### config.mk
export PLATFORM = sky130hd
export DESIGN_NAME = drum_audio_bridge
export DESIGN_NICKNAME = d
export VERILOG_FILES = /design/src/rtl/drum_audio_bridge.sv
export SDC_FILE = /design/constraint.sdc
export NUM_CORES = 1
export LEC_CHECK = 0
export ABC_AREA = 1
export CAP_MARGIN = 15
export CORE_MARGIN = 8
export CORE_UTILIZATION = 58
export CTS_CLUSTER_DIAMETER = 100
export DETAILED_ROUTE_END_ITERATION = 10
export PLACE_DENSITY_LB_ADDON = 0.08
export SYNTH_ARGS = -nofsm -noshare
export SYNTH_HDL_FRONTEND = slang
export SYNTH_SLANG_ARGS = --single-unit
### constraint.sdc
create_clock -name clock -period 2.8 [get_ports clock]
set_input_delay 0.56 -clock clock [delete_from_list [all_inputs] [get_ports clock]]
set_output_delay 0.56 -clock clock [all_outputs]
set_load 0.02 [all_outputs]
### src/rtl/drum_audio_bridge.sv
// rtl/drum_audio_bridge.sv - solver middle-node to codec sample bridge:
// saturating gain conversion, sample FIFO and prime/run rate decoupling.
module drum_audio_bridge #(
  parameter int DATA_WIDTH  = 18,
  parameter int AUDIO_WIDTH = 16,
  parameter int GAIN_SHIFT  = 2,
  parameter int FIFO_DEPTH  = 8,
  parameter int PRIME_LEVEL = 4,
  localparam int CW = $clog2(FIFO_DEPTH + 1)
) (
  input  logic                   clock,
  input  logic                   reset,
  input  logic [DATA_WIDTH-1:0]  node_in,
  input  logic                   node_valid,
  input  logic                   audio_req,
  output logic [AUDIO_WIDTH-1:0] audio_data,
  output logic                   audio_strobe,
  output logic [CW-1:0]          fifo_count,
  output logic                   overflow_flag,
  output logic                   underflow_flag,
  input  logic                   clear_flags
);

  localparam int PW = $clog2(FIFO_DEPTH);
  localparam int XW = DATA_WIDTH + GAIN_SHIFT;

  typedef enum logic {
    ST_PRIME = 1'b0,
    ST_RUN   = 1'b1
  } state_t;

  state_t                 state_q, state_d;
  logic                   conv_valid_q;
  logic [AUDIO_WIDTH-1:0] conv_data_q;
  logic [AUDIO_WIDTH-1:0] conv_d;
  logic [AUDIO_WIDTH-1:0] mem_q [FIFO_DEPTH];
  logic [PW-1:0]          wr_ptr_q, rd_ptr_q;
  logic [CW-1:0]          count_q, count_d;
  logic [AUDIO_WIDTH-1:0] audio_data_q, audio_data_d;
  logic                   audio_strobe_q, audio_strobe_d;
  logic                   overflow_q, underflow_q;

  logic signed [XW-1:0]   ext;
  logic signed [XW-1:0]   shifted;
  logic [GAIN_SHIFT:0]    top;
  logic                   full, empty;
  logic                   push, pop;
  logic                   overflow_evt, underflow_evt;

  // Saturate whenever the gain pushed significant bits past the sign position.
  always_comb begin
    ext     = XW'(signed'(node_in));
    shifted = ext <<< GAIN_SHIFT;
    top     = shifted[XW-1:DATA_WIDTH-1];
    if ((&top) || (~|top)) begin
      conv_d = shifted[DATA_WIDTH-1:DATA_WIDTH-AUDIO_WIDTH];
    end else if (shifted[XW-1]) begin
      conv_d = {1'b1, {(AUDIO_WIDTH-1){1'b0}}};
    end else begin
      conv_d = {1'b0, {(AUDIO_WIDTH-1){1'b1}}};
    end
  end

  always_ff @(posedge clock) begin
    if (reset) begin
      conv_valid_q <= 1'b0;
      conv_data_q  <= '0;
    end else begin
      conv_valid_q <= node_valid;
      if (node_valid) begin
        conv_data_q <= conv_d;
      end
    end
  end

  assign full  = (count_q == CW'(FIFO_DEPTH));
  assign empty = (count_q == '0);

  always_comb begin
    state_d        = state_q;
    pop            = 1'b0;
    underflow_evt  = 1'b0;
    audio_strobe_d = 1'b0;
    audio_data_d   = audio_data_q;
    case (state_q)
      ST_PRIME: begin
        if (audio_req) begin
          audio_strobe_d = 1'b1;
          audio_data_d   = '0;
        end
        if (count_q >= CW'(PRIME_LEVEL)) begin
          state_d = ST_RUN;
        end
      end
      ST_RUN: begin
        if (audio_req) begin
          audio_strobe_d = 1'b1;
          if (empty) begin
            underflow_evt = 1'b1;
            state_d       = ST_PRIME;
          end else begin
            pop          = 1'b1;
            audio_data_d = mem_q[rd_ptr_q];
          end
        end
      end
      default: state_d = ST_PRIME;
    endcase
  end

  // A pop frees the slot this cycle, so a full FIFO still accepts the write.
  always_comb begin
    push         = conv_valid_q && (!full || pop);
    overflow_evt = conv_valid_q && full && !pop;
    count_d      = count_q;
    case ({push, pop})
      2'b10:   count_d = count_q + CW'(1);
      2'b01:   count_d = count_q - CW'(1);
      default: count_d = count_q;
    endcase
  end

  always_ff @(posedge clock) begin
    if (push) begin
      mem_q[wr_ptr_q] <= conv_data_q;
    end
  end

  always_ff @(posedge clock) begin
    if (reset) begin
      state_q        <= ST_PRIME;
      wr_ptr_q       <= '0;
      rd_ptr_q       <= '0;
      count_q        <= '0;
      audio_data_q   <= '0;
      audio_strobe_q <= 1'b0;
      overflow_q     <= 1'b0;
      underflow_q    <= 1'b0;
    end else begin
      state_q        <= state_d;
      count_q        <= count_d;
      audio_data_q   <= audio_data_d;
      audio_strobe_q <= audio_strobe_d;
      if (push) begin
        wr_ptr_q <= wr_ptr_q + PW'(1);
      end
      if (pop) begin
        rd_ptr_q <= rd_ptr_q + PW'(1);
      end
      overflow_q  <= overflow_evt  | (overflow_q  & ~clear_flags);
      underflow_q <= underflow_evt | (underflow_q & ~clear_flags);
    end
  end

  assign audio_data     = audio_data_q;
  assign audio_strobe   = audio_strobe_q;
  assign fifo_count     = count_q;
  assign overflow_flag  = overflow_q;
  assign underflow_flag = underflow_q;

endmodule

==> run metrics <==
Total GRT Usage 21.0%; total setup buffers inserted after CTS 0; mapped cell area 6980 um2; remaining global-route overflow 0; HP Class reg2reg; WP data arrival 1.58 ns; Site Rows 40; antenna-violating nets left 0; Worst setup SP type flop; number of buffers created by CTS 17; DIE HEIGHT 126 um; slowest stage delay, CP 0.67 ns; Worst path depth 1; r2r setup slk 0.95 ns; CP max stage cell clkdlybuf4s50_1; Post-Synthesis Cells 633; DR WL/cell 19.3 um; vias per cell 5.80; Critical Path Start fifo_count[3]; Synth top area share 55.0%; DR iter-0 viols 363; FMAX 468 MHz; final-layout fill cell count 856; Critical Path Sink fifo_count[3]; commonest non-fill, non-tap cell in the layout nor2_1; clk_lat worst skew 0.43 ns; Yosys warning count 0; vias in the first global route 4735; hold_ws 0.462 ns; WS Path Type reg2out; clock tree sinks 178; crit path cell chain clkdlybuf4s50_1; Int Pwr 4.36 mW; Port Buffers 45; min Tclk post-route 2.14 ns; antenna cells 0; Slew @ Worst Pin 0.821 ns; Final Net Count 711; drt pass-1 iters 4; post-cts resize count 0; share of cells above drive strength 1 9.60%; global-route wire length before repair 25300 um; Max Slew Vio Count 0; Fin. Hold Viols 0; Leak 2.88 nW; setup ws final 0.662 ns; setup TNS 0 ns; slew margin rel. 45.2%; clock network power share 39.8%; largest net degree at the start of global routing 65; sequential cell area 4850 um2; H-tree levels 4; buffers and inverters on the worst path 1; crit end category output port; P_sw 1.31 mW; Reg power frac 52.7%; Placer Congestion 0.831; most frequent cells in the layout nor2_1 (133), edfxtp_1 (128), o21ai_0 (84); Core ar. 11900 um2; final worst path period share 76.4%; final setup vio count 0; Setup Skew 0.00566 ns; Die W 126 um; cell family with most CP delay buffers and inverters; die area 15800 um2; critical path fanouts, max 7; dpl ws 0.395 ns; status completed; IO Pins 46; root buffer cell clkbuf_16; Yosys reg bits 178; Sw Share 23.1%; drc violations 0; initial antenna violation count 0; worst endpoint required time 2.24 ns; unrepaired setup endpoints after global routing false; top cells by area, synth edfxtp_1 (55%), dfxtp_1 (14%), nor2_1 (7.1%); HPWL Detailed 10100 um; register area share after synthesis 69.4%; Avg Cell Area, Syn 11.0 um2; routed via count 4902; pwr dens 695 nW/um2; Post-CTS Hold Buffers 0; clock-pin slew on the worst setup and hold paths 0.06 ns; Logic pwr share 7.5%; Max Cap Viol 0; initial core utilization 58.9%; P&R area growth vs syn 16.9%; Yosys cell types 28; r2r startpoint fifo_count[3]; reg2reg end mem_q[7][11]; area of the multi-input gates 1870 um2; deepest clock path buffer count 2; post-synth top area cell edfxtp_1; CTS tree done; worst vdd ir 0.000409 V; FF-to-FF path depth 9; syn nets 659; routed wire length 16300 um
final cells by class:
class,instances,area share [%]
Clock buffer,18,5.26
Clock inverter,14,1.70
Inverter,23,1.09
Multi-Input combinational cell,399,22.9
Sequential cell,178,59.4
Tap cell,147,2.25
Timing Repair Buffer,66,7.45
synth_stat cells:
cell and count:
nor2_1 133, o21ai_1 3, clkbuf_2 1, a21oi_1 41
nand3_2 2, nor2_2 1, nor3_1 2, nand3_1 37
clkbuf_1 14, nand2_1 65, xor2_1 1, nand4_1 3
nand2_2 2, edfxtp_1 128, ha_1 3, nand2_4 2
inv_1 19, buf_1 1, o211ai_1 16, buf_2 7
inv_2 3, nor2_4 3, dfxtp_1 50, o21ai_2 1
buf_6 3, inv_4 1, o21ai_0 84, buf_4 7
metrics by stage:
step / cell area, um2 / std cells / utilization (%) / total power, mW
final: 8160 / 845 / 68.8 / 5.67
after global routing: 8160 / 845 / 68.8 / 5.84
after CTS: 8160 / 845 / 68.8 / 5.68
after detailed placement: 7590 / 813 / 64.0 / 3.46
after global placement: 7590 / 813 / 64.0 / 3.45
after floorplan: 6980 / 633 / - / 3.29
flip-flops by register name, summed over array words and instances (netlist names), named ones only:
name,flops
audio_strobe,1
underflow_flag,1
conv_valid_q,1
rd_ptr_q,3
audio_data,16
state_q,1
mem_q,128
wr_ptr_q,3
conv_data_q,16
fifo_count,4
overflow_flag,1
power groups by stage:
stage | registers, mW | logic, mW | clock network [mW]
floorplan | 3.02 | 0.264 | 0
global placement | 3.04 | 0.409 | 0
detailed placement | 3.04 | 0.420 | 0
CTS | 2.99 | 0.423 | 2.27
global route | 3.00 | 0.469 | 2.37
finish | 2.99 | 0.425 | 2.26
cell families (layout without fill, tap and decap cells):
family / count (synthesis) / in the layout / share of synthesized area [%]
AND/OR/NAND/NOR: 250 / 250 / 15.1
XOR/XNOR: 1 / 1 / 0.125
flip-flops: 178 / 178 / 69.4
AO/OA/AOI/OAI: 145 / 145 / 11.0
adder cells (fa/ha/maj): 3 / 3 / 0.537
buffers and inverters: 56 / 121 / 3.89
layer usage:
| metal | vias up | global-route usage [%] | wire length (um) |
|---|---|---|---|
| li1 | 2311 | - | - |
| met1 | 2399 | 26.4 | 6970 |
| met2 | 164 | 34.6 | 8050 |
| met3 | 28 | 4.51 | 934 |
| met4 | 0 | 8.70 | 343 |
| met5 | - | 0 | 0 |
how the worst min path moves through the flow:
stage	from	slack, ns	to	cells after the start
finish	audio_data[2]	0.46	audio_data[2]	2
global placement	rd_ptr_q[2]	0.44	rd_ptr_q[2]	2
detailed placement	audio_data[2]	0.45	audio_data[2]	2
global route	audio_data[2]	0.48	audio_data[2]	2
floorplan	rd_ptr_q[2]	0.43	flop	2
CTS	audio_data[2]	0.46	audio_data[2]	2
tightest hold or removal path: cells and delay by family (launching register included):
family	cells	cell delay, ns
AO/OA/AOI/OAI	1	0.05
flip-flops	1	0.31
AND/OR/NAND/NOR	1	0.06
(Power assumes the default switching activity.)
==> edit 1, RTL diff (same settings) <==
The parameter `AUDIO_WIDTH` goes from 16 to 18.
--- a/src/rtl/drum_audio_bridge.sv
+++ b/src/rtl/drum_audio_bridge.sv
@@ -2,7 +2,7 @@
 // saturating gain conversion, sample FIFO and prime/run rate decoupling.
 module drum_audio_bridge #(
   parameter int DATA_WIDTH  = 18,
-  parameter int AUDIO_WIDTH = 16,
+  parameter int AUDIO_WIDTH = 18,
   parameter int GAIN_SHIFT  = 2,
   parameter int FIFO_DEPTH  = 8,
   parameter int PRIME_LEVEL = 4,
Interface: changed (resized audio_data); port bits go from 46 to 48. The function was not compared with the original's and may differ.
==> edit 1 against the unedited design <==
Sequential cell count rose by 10; clock power fell by 3%; largest cell class unchanged; worst setup slack got worse by 0.23 ns; first-iteration DRC count rose by 25%; synthesized area rose by 13%; highest routed layer unchanged; design area rose by 11%; power rose by 3.3%; largest power group unchanged; clock skew rose by 0.0036 ns; wire length rose by 5.9%.
==> edit 1: results (changes against the unedited design) <==
status=complete, no violations; Hold Crit Depth=2 (unchanged); Total Nets Final=893 (+26%); Critical-path top delay cell=clkdlybuf4s50_1; ys async rst share=0% (unchanged); R2R Path Start=fifo_count[3]; fillers=1,045 (+22%); top-area cell type share of the netlist area=51.9% (-3.1 points); Port Buffers=47 (+4.4%); hold path endpoint=audio_data[14]; vias in the first global route=5,475 (+16%); H-tree depth=4 (unchanged); number of synthesized flops with an enable pin=136 (+6.3%); DR iter-0 viols=453 (+25%); WL final=17.3 mm (+5.9%); largest net degree at the start of global routing=69 (+6.2%); Worst Skew=0.00929 ns (+0.00363 ns); layout cell share with drive strength beyond 1=6.15% (-3.4 points); initial antenna violation count=0 (unchanged); CP max FO=8 (+1); r2r endpoint=fifo_count[2]; post-synthesis cell type count=28 (unchanged); Peak VDD IR=0.604 mV (+48%); Leakage Power=0.00383 uW (+33%); Worst Hold Slack=0.467 ns (+0.00564 ns); Slew headroom=51.4% (+6.3 points); syn nets=843 (+28%); CP peak stage delay=0.54 ns (-0.13 ns); sequential share of the synthesized area=65.2% (-4.2 points); hpwl dp=10.8 mm (+7.0%); Area contributors post-synth=edfxtp_1, dfxtp_1, nand2_1; Worst EP arrival=2.68 ns (+1.10 ns); Total GRT Usage=20.3% (-0.67 points); first-pass GRT wire length=27.7 mm (+9.7%); routability congestion estimate=0.810 (-2.4%); R2R depth=13 (+4); Via density=5.20 (-10%); setup slack at placement=0.0463 ns (-0.349 ns); min-delay src=audio_data[14]; Synth top cells by count=nand2_1, inv_1, edfxtp_1, nand3_1, dfxtp_1; max reg flops=136 (+6.3%); TritonRoute pass-1 iters=5 (+1); Reg2Reg Setup Slack=0.70 ns (-0.25 ns); Top Family by Delay on Critical Path=buffers and inverters; Max Root-Sink Buffers=2 (unchanged)
[edit 1: worst max-delay path by stage]
stage              start       endpoint  slack (ns)
2_1_floorplan  audio_req   mem_q[0][10]        0.55
3_3_place_gp   audio_req  fifo_count[2]        0.18
3_5_place_dp   audio_req  fifo_count[2]        0.05
4_1_cts        audio_req  fifo_count[2]        0.50
5_1_grt        audio_req  fifo_count[2]        0.30
6_report       audio_req  fifo_count[2]        0.43
[edit 1: final cells by class]
class | count | share of cell area (%)
tap | 176 | 2.43
inverter | 140 | 5.81
timing repair buffer | 68 | 7.08
sequential | 188 | 56.6
clock inverter | 9 | 0.774
multi-input combinational | 450 | 22.1
clock buffer | 23 | 5.17
[edit 1: per-layer routing]
metal  vias to the layer above  track usage, %  part of all wire, %
met1                      2581            24.6                   41
li1                       2704               -                    -
met4                         0            5.49                 0.92
met3                        14            5.34                  7.0
met2                       182            35.1                   51
met5                         -               0                    0
[edit 1: cells by family (layout without fill, tap and decap cells)]
kind of cell	after synthesis	after routing	synth area share, %
AO/OA/AOI/OAI	58	58	3.94
XOR/XNOR	4	4	0.445
adder cells (fa/ha/maj)	5	5	0.795
buffers and inverters	177	240	9.43
flip-flops	188	188	65.2
AND/OR/NAND/NOR	383	383	20.2
[edit 1: stage by stage]
step	cells	cell area, sq um	power, uW
after floorplan	815	7870	3530
after global placement	1022	8510	3700
after detailed placement	1022	8510	3720
after CTS	1054	9050	5880
after global routing	1054	9050	6050
final	1054	9050	5860
[edit 1: worst min-delay path, delay by kind of cell, from the launching register on]
| kind | cells | cell delay, ns |
|---|---|---|
| simple gates | 1 | 0.06 |
| flops | 1 | 0.31 |
| compound gates | 1 | 0.05 |
[edit 1: where the power goes]
| part | total, uW | leakage, uW | internal, uW | switching (uW) |
|---|---|---|---|---|
| Sequential | 3140 | 0.00167 | 3060 | 71.3 |
| Clock | 2190 | 0.000266 | 1260 | 935 |
| Combinational | 527 | 0.00189 | 192 | 335 |
==> edit 2, RTL diff (config.mk and constraints unchanged) <==
Without the edit above. Register the inputs `node_in`, `node_valid`, `audio_req` and `clear_flags` before use, cleared by the reset. The logic sees them one clock later.
--- a/src/rtl/drum_audio_bridge.sv
+++ b/src/rtl/drum_audio_bridge.sv
@@ -29,6 +29,25 @@
     ST_RUN   = 1'b1
   } state_t;
 
+  logic [DATA_WIDTH-1:0] node_q;
+  logic node_valid_q;
+  logic audio_req_q;
+  logic clear_flags_q;
+
+  always_ff @(posedge clock) begin
+    if (reset) begin
+      node_q        <= '0;
+      node_valid_q  <= '0;
+      audio_req_q   <= '0;
+      clear_flags_q <= '0;
+    end else begin
+      node_q        <= node_in;
+      node_valid_q  <= node_valid;
+      audio_req_q   <= audio_req;
+      clear_flags_q <= clear_flags;
+    end
+  end
+
   state_t                 state_q, state_d;
   logic                   conv_valid_q;
   logic [AUDIO_WIDTH-1:0] conv_data_q;
@@ -49,7 +68,7 @@
 
   // Saturate whenever the gain pushed significant bits past the sign position.
   always_comb begin
-    ext     = XW'(signed'(node_in));
+    ext     = XW'(signed'(node_q));
     shifted = ext <<< GAIN_SHIFT;
     top     = shifted[XW-1:DATA_WIDTH-1];
     if ((&top) || (~|top)) begin
@@ -66,8 +85,8 @@
       conv_valid_q <= 1'b0;
       conv_data_q  <= '0;
     end else begin
-      conv_valid_q <= node_valid;
-      if (node_valid) begin
+      conv_valid_q <= node_valid_q;
+      if (node_valid_q) begin
         conv_data_q <= conv_d;
       end
     end
@@ -84,7 +103,7 @@
     audio_data_d   = audio_data_q;
     case (state_q)
       ST_PRIME: begin
-        if (audio_req) begin
+        if (audio_req_q) begin
           audio_strobe_d = 1'b1;
           audio_data_d   = '0;
         end
@@ -93,7 +112,7 @@
         end
       end
       ST_RUN: begin
-        if (audio_req) begin
+        if (audio_req_q) begin
           audio_strobe_d = 1'b1;
           if (empty) begin
             underflow_evt = 1'b1;
@@ -147,8 +166,8 @@
       if (pop) begin
         rd_ptr_q <= rd_ptr_q + PW'(1);
       end
-      overflow_q  <= overflow_evt  | (overflow_q  & ~clear_flags);
-      underflow_q <= underflow_evt | (underflow_q & ~clear_flags);
+      overflow_q  <= overflow_evt  | (overflow_q  & ~clear_flags_q);
+      underflow_q <= underflow_evt | (underflow_q & ~clear_flags_q);
     end
   end
 
Check against the original RTL: not equivalent (Yosys sat finds a counterexample within 4 cycles, from zero or initial values and one cycle with reset high).
==> edit 2 against the unedited design <==
Via count is 6.4% higher; worst hold slack gained 0.0032 ns; sequential share of layout area rose by 0.63 points; sequential cell count rose by 21; cell count increased by 9.5%; non-clock buffer count is 9 lower; wire length increased by 3.6%; power grew 7.3%; synthesized cell count rose by 11%; register-to-register slack got worse by 0.27 ns; worst setup slack gained 0.0029 ns; synthesized area increased by 8.3%; design area grew 7.5%; critical endpoint is now fifo_count[1]; largest power group unchanged.
==> edit 2: results (changes against the unedited design) <==
status=complete, no violations; met1 Use GR=29.5% (+3.1 points); syn nets=726 (+10%); CP max FO=6 (-1); GR met3 Demand/Resource=4.81% (+0.30 points); Via density=5.64 (-2.8%); drt wl/cell=18.2 um (-5.4%); sequential share of power=53.1% (+0.4 points); Peak VDD IR=0.384 mV (-6.2%); hpwl dp=11.0 mm (+8.5%); Cell Int Power=4780 uW (+9.5%); Leakage Power=0.00318 uW (+10%); Area contributors post-synth=edfxtp_1, dfxtp_1, nor2_1; Slew headroom=39.6% (-5.5 points); DR iter-0 viols=720 (+98%); Total GRT Usage=21.0% (+0.027 points); met3 WL post-DR=1.45 mm (+55%); Total Nets Final=766 (+7.7%); TritonRoute pass-1 iters=6 (+2); post-synthesis cell type count=27 (-3.6%); Max Root-Sink Buffers=2 (unchanged); Worst Skew=0.00499 ns (-0.000672 ns); sequential share of the synthesized area=69.6% (+0.23 points); met1 WL=7.51 mm (+7.8%); first-pass GRT wire length=26.2 mm (+3.5%); layout cell share with drive strength beyond 1=8.37% (-1.2 points); cell area after placement=8140 sq um (+7.1%); Clock Power Share=42.8% (+3.0 points); fillers=921 (+7.6%); vias in the first global route=4,832 (+2.0%); total length of routed met2 wires=7.39 mm (-8.2%)
-- edit 2: stage by stage --
| stage | total power (uW) | std cells | worst slack [ns] | utilization, % | hold WS (ns) |
|---|---|---|---|---|---|
| 5_1_grt | 6260 | 925 | 0.511 | 69.3 | 0.487 |
| 2_1_floorplan | 3420 | 700 | 0.582 | - | 0.427 |
| 4_1_cts | 6110 | 925 | 0.652 | 69.3 | 0.467 |
| 3_5_place_dp | 3540 | 893 | 0.743 | 64.2 | 0.457 |
| 6_report | 6080 | 925 | 0.665 | 69.3 | 0.465 |
| 3_3_place_gp | 3530 | 893 | 0.805 | 64.2 | 0.446 |
-- edit 2: cell families after synthesis --
group	Yosys count	synth area share (%)
simple gates	272	15.1
xor+xnor	1	0.116
compound gates	143	10.0
fa+ha+maj	3	0.496
flops	199	69.6
buf+inv	82	4.68
-- edit 2: worst register-to-register path, cell delays in order (launching register included) --
cell and delay, ns:
dfxtp_1 0.47, nor2_4 0.08, nand2_4 0.12, nand2_4 0.06, inv_2 0.31, nor2_4 0.09, nor2_8 0.13, nand2_1 0.14
nor2_1 0.16, buf_4 0.25
-- edit 2: final timing paths --
check / end / startpoint / slack, ns / cells after the start
max: fifo_count[1] / fifo_count[1] / 0.66 / 1
min: conv_data_q[0] / node_q[0] / 0.46 / 2
max reg2reg: mem_q[3][4] / fifo_count[1] / 0.68 / 9
min reg2reg: conv_data_q[0] / node_q[0] / 0.46 / 2
-- edit 2: final cells by class --
type                            count  area (sq um)  area share (%)
Clock buffer                       17           425            4.85
Clock inverter                     15           216            2.47
Inverter                           46           173            1.97
Multi-Input combinational cell    419          1950            22.2
Sequential cell                   199          5270            60.0
Tap cell                          172           215            2.45
Timing Repair Buffer               57           536            6.10
